**src/rtl/accel_ctrl_pkg.sv**
```systemverilog
// Shared definitions for the accelerator loop-control blocks.
//   state_t      : countdown sequencer state encoding
//   N_MIN, N_MAX : legal range of the counter width parameter
package accel_ctrl_pkg;

    typedef enum logic [1:0] {
        ST_IDLE   = 2'b00,
        ST_COUNT  = 2'b01,
        ST_FINISH = 2'b10
    } state_t;

    localparam int N_MIN = 2;
    localparam int N_MAX = 16;

endpackage

```
**src/rtl/countdown_sequencer.sv**
```systemverilog
// Loadable N-bit down-counter with start/busy/done handshake.
// A controller loads an iteration count with start, the block decrements on
// each en while counting, and pulses done on the terminal decrement.
//
// Ports
//   clk      in   rising-edge clock
//   rst      in   asynchronous reset, active-high
//   start    in   load request, accepted only while ready
//   load_val in   count to load (N bits)
//   en       in   decrement enable, effective only while counting
//   auto     in   reload from the reload register at the terminal decrement
//   abort    in   cancel a running count (no done)
//   dout     out  current count (registered)
//   ready    out  start can be accepted (IDLE or FINISH)
//   busy     out  counting
//   done     out  one-cycle completion pulse (registered)
//   last     out  combinational: counting and dout == 1
//
// state  | meaning
// IDLE   | waiting for start, dout = 0
// COUNT  | decrementing on en
// FINISH | single cycle after completion, done = 1, start may chain a run
module countdown_sequencer
    import accel_ctrl_pkg::*;
#(
    parameter int N = 4
) (
    input  logic         clk,
    input  logic         rst,
    input  logic         start,
    input  logic [N-1:0] load_val,
    input  logic         en,
    input  logic         auto,
    input  logic         abort,
    output logic [N-1:0] dout,
    output logic         ready,
    output logic         busy,
    output logic         done,
    output logic         last
);

    localparam logic [N-1:0] ONE = {{(N-1){1'b0}}, 1'b1};

    state_t       state, state_nxt;
    logic [N-1:0] count, count_nxt;
    logic [N-1:0] reload, reload_nxt;
    logic         done_q, done_nxt;

    always_ff @(posedge clk or posedge rst) begin
        if (rst) begin
            state  <= ST_IDLE;
            count  <= '0;
            reload <= '0;
            done_q <= 1'b0;
        end else begin
            state  <= state_nxt;
            count  <= count_nxt;
            reload <= reload_nxt;
            done_q <= done_nxt;
        end
    end

    always_comb begin
        state_nxt  = state;
        count_nxt  = count;
        reload_nxt = reload;
        done_nxt   = 1'b0;
        case (state)
            ST_IDLE, ST_FINISH: begin
                if (start) begin
                    if (load_val != '0) begin
                        count_nxt  = load_val;
                        reload_nxt = load_val;
                        state_nxt  = ST_COUNT;
                    end else begin
                        // zero-length run: report completion without counting
                        count_nxt = '0;
                        done_nxt  = 1'b1;
                        state_nxt = ST_FINISH;
                    end
                end else if (state == ST_FINISH) begin
                    state_nxt = ST_IDLE;
                end
            end
            ST_COUNT: begin
                // abort takes priority over a coincident terminal decrement
                if (abort) begin
                    count_nxt = '0;
                    state_nxt = ST_IDLE;
                end else if (en) begin
                    if (count == ONE) begin
                        done_nxt = 1'b1;
                        if (auto) begin
                            count_nxt = reload;
                        end else begin
                            count_nxt = '0;
                            state_nxt = ST_FINISH;
                        end
                    end else begin
                        count_nxt = count - ONE;
                    end
                end
            end
            default: begin
                count_nxt = '0;
                state_nxt = ST_IDLE;
            end
        endcase
    end

    assign dout  = count;
    assign done  = done_q;
    assign busy  = (state == ST_COUNT);
    assign ready = (state != ST_COUNT);
    assign last  = (state == ST_COUNT) && (count == ONE);

endmodule

```
**config.mk**
```make
export PLATFORM = sky130hd
export DESIGN_NAME = countdown_sequencer
export DESIGN_NICKNAME = d
export VERILOG_FILES = /design/src/rtl/accel_ctrl_pkg.sv /design/src/rtl/countdown_sequencer.sv
export SDC_FILE = /design/constraint.sdc
export NUM_CORES = 1
export LEC_CHECK = 0
export CAP_MARGIN = 30
export CORE_MARGIN = 8
export CORE_UTILIZATION = 28
export DETAILED_ROUTE_END_ITERATION = 12
export PLACE_DENSITY = 0.5
export SLEW_MARGIN = 20
export SYNTH_ARGS = -nofsm -noshare
export SYNTH_HDL_FRONTEND = slang
export SYNTH_SLANG_ARGS = --single-unit
```
**constraint.sdc**
```tcl
create_clock -name clk -period 4.7 [get_ports clk]
set_input_delay 0.705 -clock clk [delete_from_list [all_inputs] [get_ports clk]]
set_output_delay 0.705 -clock clk [all_outputs]
set_load 0.01 [all_outputs]
```
# [Word level (Yosys, flattened, before mapping)]
# Cells that the tools add are included.
[word_totals] register_bits=11 latch_bits=0 ramBits=0 rom_bits=0 output_inout_bits=8 n_memories=0
[op_classes] add_sub_neg=1 n_mul=0 n_div=0 n_lt_le_gt_ge=0 n_eq_ne=9 n_shift=0 n_mux=21 bitwise=0 n_reduce_logical=7
[ops] cell="4-bit 2-to-1 mux" n=6
[ops] cell="2-bit 2-to-1 mux" n=7
[ops] cell="3-bit != test, second input constant" n=3
[ops] cell="4-bit case mux with 2 select lines" n=1
[ops] cell="1-bit 2-to-1 mux" n=5
[ops] cell="4-bit by 1-bit == test with 1-bit output, second input constant" n=1
[ops] cell="2-bit case mux with 2 select lines" n=1
[ops] cell="4-bit AND reduction" n=1
[ops] cell="4-bit nonzero test" n=1
[ops] cell="4-bit by 1-bit subtractor with 4-bit output, second input constant" n=1
[ops] cell="3-bit by 2-bit != test with 1-bit output, second input constant" n=1
[ops] cell="3-bit AND reduction" n=1
[ops] cell="2-bit by 1-bit == test with 1-bit output, second input constant" n=1
[ops] cell="2-bit == test, second input constant" n=1
[ops] cell="2-bit zero test" n=1
[ops] cell="2-bit by 1-bit != test with 1-bit output, second input constant" n=1
[ops] cell="2-bit != test, second input constant" n=1
[ops] cell="1-bit case mux with 2 select lines" n=1
[ops] cell="2-bit AND reduction" n=1
[ops] cell="2-bit OR reduction" n=1
[ops] cell="1-bit logical AND" n=1

# [Logic depth before layout (Yosys ltp)]
[depth] ltp_word=5 ltp_mapped=6 depth_no_buf=6

# [Worst setup path before layout]
# No wires, ideal clock.
[synth_path] path_type="reg2out" from="register count[1] (netlist: dout[1])" to="output last" t_arrival_ns=1.279 slack_ns=2.716 path_stages_with_launch=5 n_path_buf=0 cell_sequence="dfrtp_1 -> inv_1 -> ha_1 -> or3b_4 -> nor2_1"
[synth_between] elab_chain_cells=2
[synth_rtl] item="start, declared" line_no="countdown_sequencer.sv:45" rtl="logic [N-1:0] count, count_nxt;"
[synth_rtl] item="start signal, assigned" line_no="countdown_sequencer.sv:57" rtl="count <= count_nxt;"
[synth_rtl] item="4-bit by 1-bit == test with 1-bit output" line_no="countdown_sequencer.sv:115" rtl="assign last = (state == ST_COUNT) && (count == ONE);"
[synth_rtl] item="1-bit logical AND" line_no="countdown_sequencer.sv:115"
[synth_rtl] item="end, declared" line_no="countdown_sequencer.sv:39" rtl="output logic last"
# No other way between the ends.

# [Final worst setup path]
# Same ends and word-level chain as after synthesis.

==> results_dict.tcl <==
set metrics [dict create \
    grt_pass1_vias 638 \
    die_x_um 64.8 \
    regArea_um2 275 \
    htreeDepth 1 \
    gr-total-overflow 0 \
    track_usage_pct 9.18 \
    dr.first_iter.drc_count 12 \
    grt_max_degree 12 \
    fin_setup_tns_ns 0 \
    core_area_um2 2230 \
    rsz0062_at_grt "false" \
    rows 17 \
    netlist.area_leader.share_pct 41.3 \
    finalCritPeriodShare_pct 59.3 \
    io_buffers 17 \
    dpl.hpwl_um 1400 \
    hold_class "reg2reg" \
    die_h_um 64.8 \
    antenna_found_initial 0 \
    drt-total-wl_um 1800 \
    cp_max_fo 5 \
    start_util_pct 29.9 \
    place_area_um2 872 \
    cts_made_buffers 3 \
    cts_buffer_depth 2 \
    cts_sinks 11 \
    crit_required_ns 3.99 \
    gp_congestion 0.776 \
    ios 18 \
    r2r_end "dout[3]" \
    r2r_setup_slack_ns 2.97 \
    tightestPinTransition_ns 0.470 \
    fin_nets 106 \
    cp.arrival_ns 2.08 \
    ant_nets 0 \
    power.density_nw_per_um2 430 \
    final_util_pct 40.2 \
    p_leak_nw 0.396 \
    synthCells 72 \
    synth_top_cells_by_area "dfrtp_1 41%, nand2_1 5.6%, inv_1 3.9%, a22o_1 3.9%, ha_1 3.8%" \
    cts_resized 0 \
    fin_area_um2 898 \
    cp-startpoint "dout[1]" \
    cp-end-kind "primary output" \
    slew_headroom_pct 68.6 \
    multi_input_area_um2 365 \
    wl_per_cell_um 14.9 \
    drcViolationCount 0 \
    num_antenna_cells 0 \
    outcome "finished, final reports clean" \
    synthesis.nets 84 \
    clockRootBuffer "clkbuf_4" \
    peakVddDrop_mv 0.172 \
    hold_violations 0 \
    fin_skew_ns 0.00195 \
    cts_hold_buf 0 \
    fmax_mhz 359 \
    area_delta_synth_final_pct 34.7 \
    drv_slew 0 \
    n_fill_cell 231 \
    synth_top_area_cell "dfrtp_1" \
    fin_crit_ns 2.79 \
    clk_pin_slew_ns 0.07 \
    drive_above_1_share_pct 11.8 \
    synth-warning-count 0 \
    place_ws_ns 2.21 \
    avgSynthCellArea_um2 9.26 \
    netlist_area_um2 667 \
    grt_pass1_wl_um 3020 \
    setup_viol 0 \
    vias 585 \
    clock_latency_ns 0.27 \
    worst_setup_path_start_kind "register" \
    cts_tree "built" \
    fin_ws_ns 1.91 \
    drt_first_pass_iters 4 \
    worst-r2r-cell-count 5 \
    synth_seq_cells 11 \
    postCtsSetupRepairBufs 0 \
    crit_end "last" \
    crit_type "reg2out" \
    synth_cell_types 29 \
    die_area_um2 4200 \
    seq_area_frac_synth_pct 41.3 \
    r2r-start "dout[0]" \
    routed_via_density 4.83 \
    max_cap_viol_count 0 \
]
-- worst max-delay path: stages, from the launching register on --
cell and delay [ns]:
dfrtp_1 0.41, inv_1 0.11, ha_1 0.22, or3b_4 0.43, nor2_1 0.10, clkdlybuf4s50_1 0.55
-- per-layer routing --
| metal | global-route usage (%) | wire length [um] | share of wire, % |
|---|---|---|---|
| met1 | 10.9 | 873 | 48 |
| met2 | 14.2 | 824 | 46 |
| met3 | 4.30 | 88 | 4.9 |
| met4 | 3.27 | 14 | 0.78 |
| met5 | 0 | 0 | 0 |
-- how the worst min path moves through the flow --
stage	endpoint	startpoint	depth (start not counted)	slack (ns)
finish	reload[2]	reload[2]	2	0.50
global route	reload[1]	reload[1]	1	0.53
CTS	reload[2]	reload[2]	2	0.50
detailed placement	reload[2]	reload[2]	2	0.49
global placement	reload[1]	reload[1]	1	0.50
floorplan	reload[2]	reload[2]	2	0.44
-- kinds of logic after synthesis --
logic type / share of synthesized area (%)
fa+ha+maj: 3.75
buf+inv: 3.94
compound gates: 22.5
flops: 41.3
simple gates: 28.5
-- final cells by class --
| cell class | count | area share, % |
|---|---|---|
| flip-flops and latches | 11 | 30.6 |
| multi-input cells | 54 | 40.7 |
| repair buffers | 17 | 18.9 |
| clock buffers | 4 | 2.92 |
| well taps | 28 | 3.90 |
| inverters | 7 | 2.92 |
-- cell usage after synthesis (all sizes together) --
library cell and count:
a21oi 5, a22o 3, a31o 1, and2b 2, and3 1, and4b 1
dfrtp 11, ha 2, inv 7, nand2 10, nand2b 3, nor2 5
nor3b 3, nor4b 1, o211ai 2, o21ai 6, o21bai 1, o22a 1
o31ai 1, o32ai 2, or2b 1, or3b 1, or4 2
-- metrics by stage --
step	hold slack, ns	total power, mW	instances
2_1_floorplan	0.443	0.246	72
3_3_place_gp	0.499	0.322	117
3_5_place_dp	0.487	0.323	117
4_1_cts	0.505	0.393	121
5_1_grt	0.529	0.417	121
6_report	0.502	0.387	121
-- cell usage in the layout (no fill, tap or decap) --
| cell type | instances |
|---|---|
| o211ai_1 | 2 |
| o32ai_1 | 2 |
| or2b_1 | 1 |
| nor3b_1 | 2 |
| or3b_4 | 1 |
| inv_1 | 7 |
| nor3b_2 | 1 |
| and4b_1 | 1 |
| nand2b_2 | 1 |
| o21ai_0 | 3 |
| dfrtp_1 | 11 |
| and2b_4 | 1 |
| ha_1 | 2 |
| clkbuf_4 | 3 |
| clkdlybuf4s50_1 | 17 |
| and2b_2 | 1 |
| a21oi_2 | 1 |
| and3_1 | 1 |
| nor4b_1 | 1 |
| a21oi_1 | 4 |
| o21bai_1 | 1 |
| nor2_1 | 5 |
| nand2b_4 | 1 |
| a22o_1 | 3 |
| a31o_2 | 1 |
| o22a_1 | 1 |
| or4_1 | 2 |
| nand2_1 | 10 |
| o21ai_1 | 3 |
| nand2b_1 | 1 |
| clkbuf_1 | 1 |
| o31ai_1 | 1 |
-- state kept, by name, summed over array words and instances, names as in the netlist --
| signal | flops |
|---|---|
| state | 2 |
| reload | 4 |
| done | 1 |
| dout | 4 |
-- power breakdown --
part	leakage, nW	switching [mW]	total (mW)	internal [mW]
clock	0.0150	0.0344	0.0673	0.0329
sequential	0.138	0.0347	0.154	0.119
combinational	0.243	0.0751	0.165	0.0903
Power figures use the tool's default switching activity.
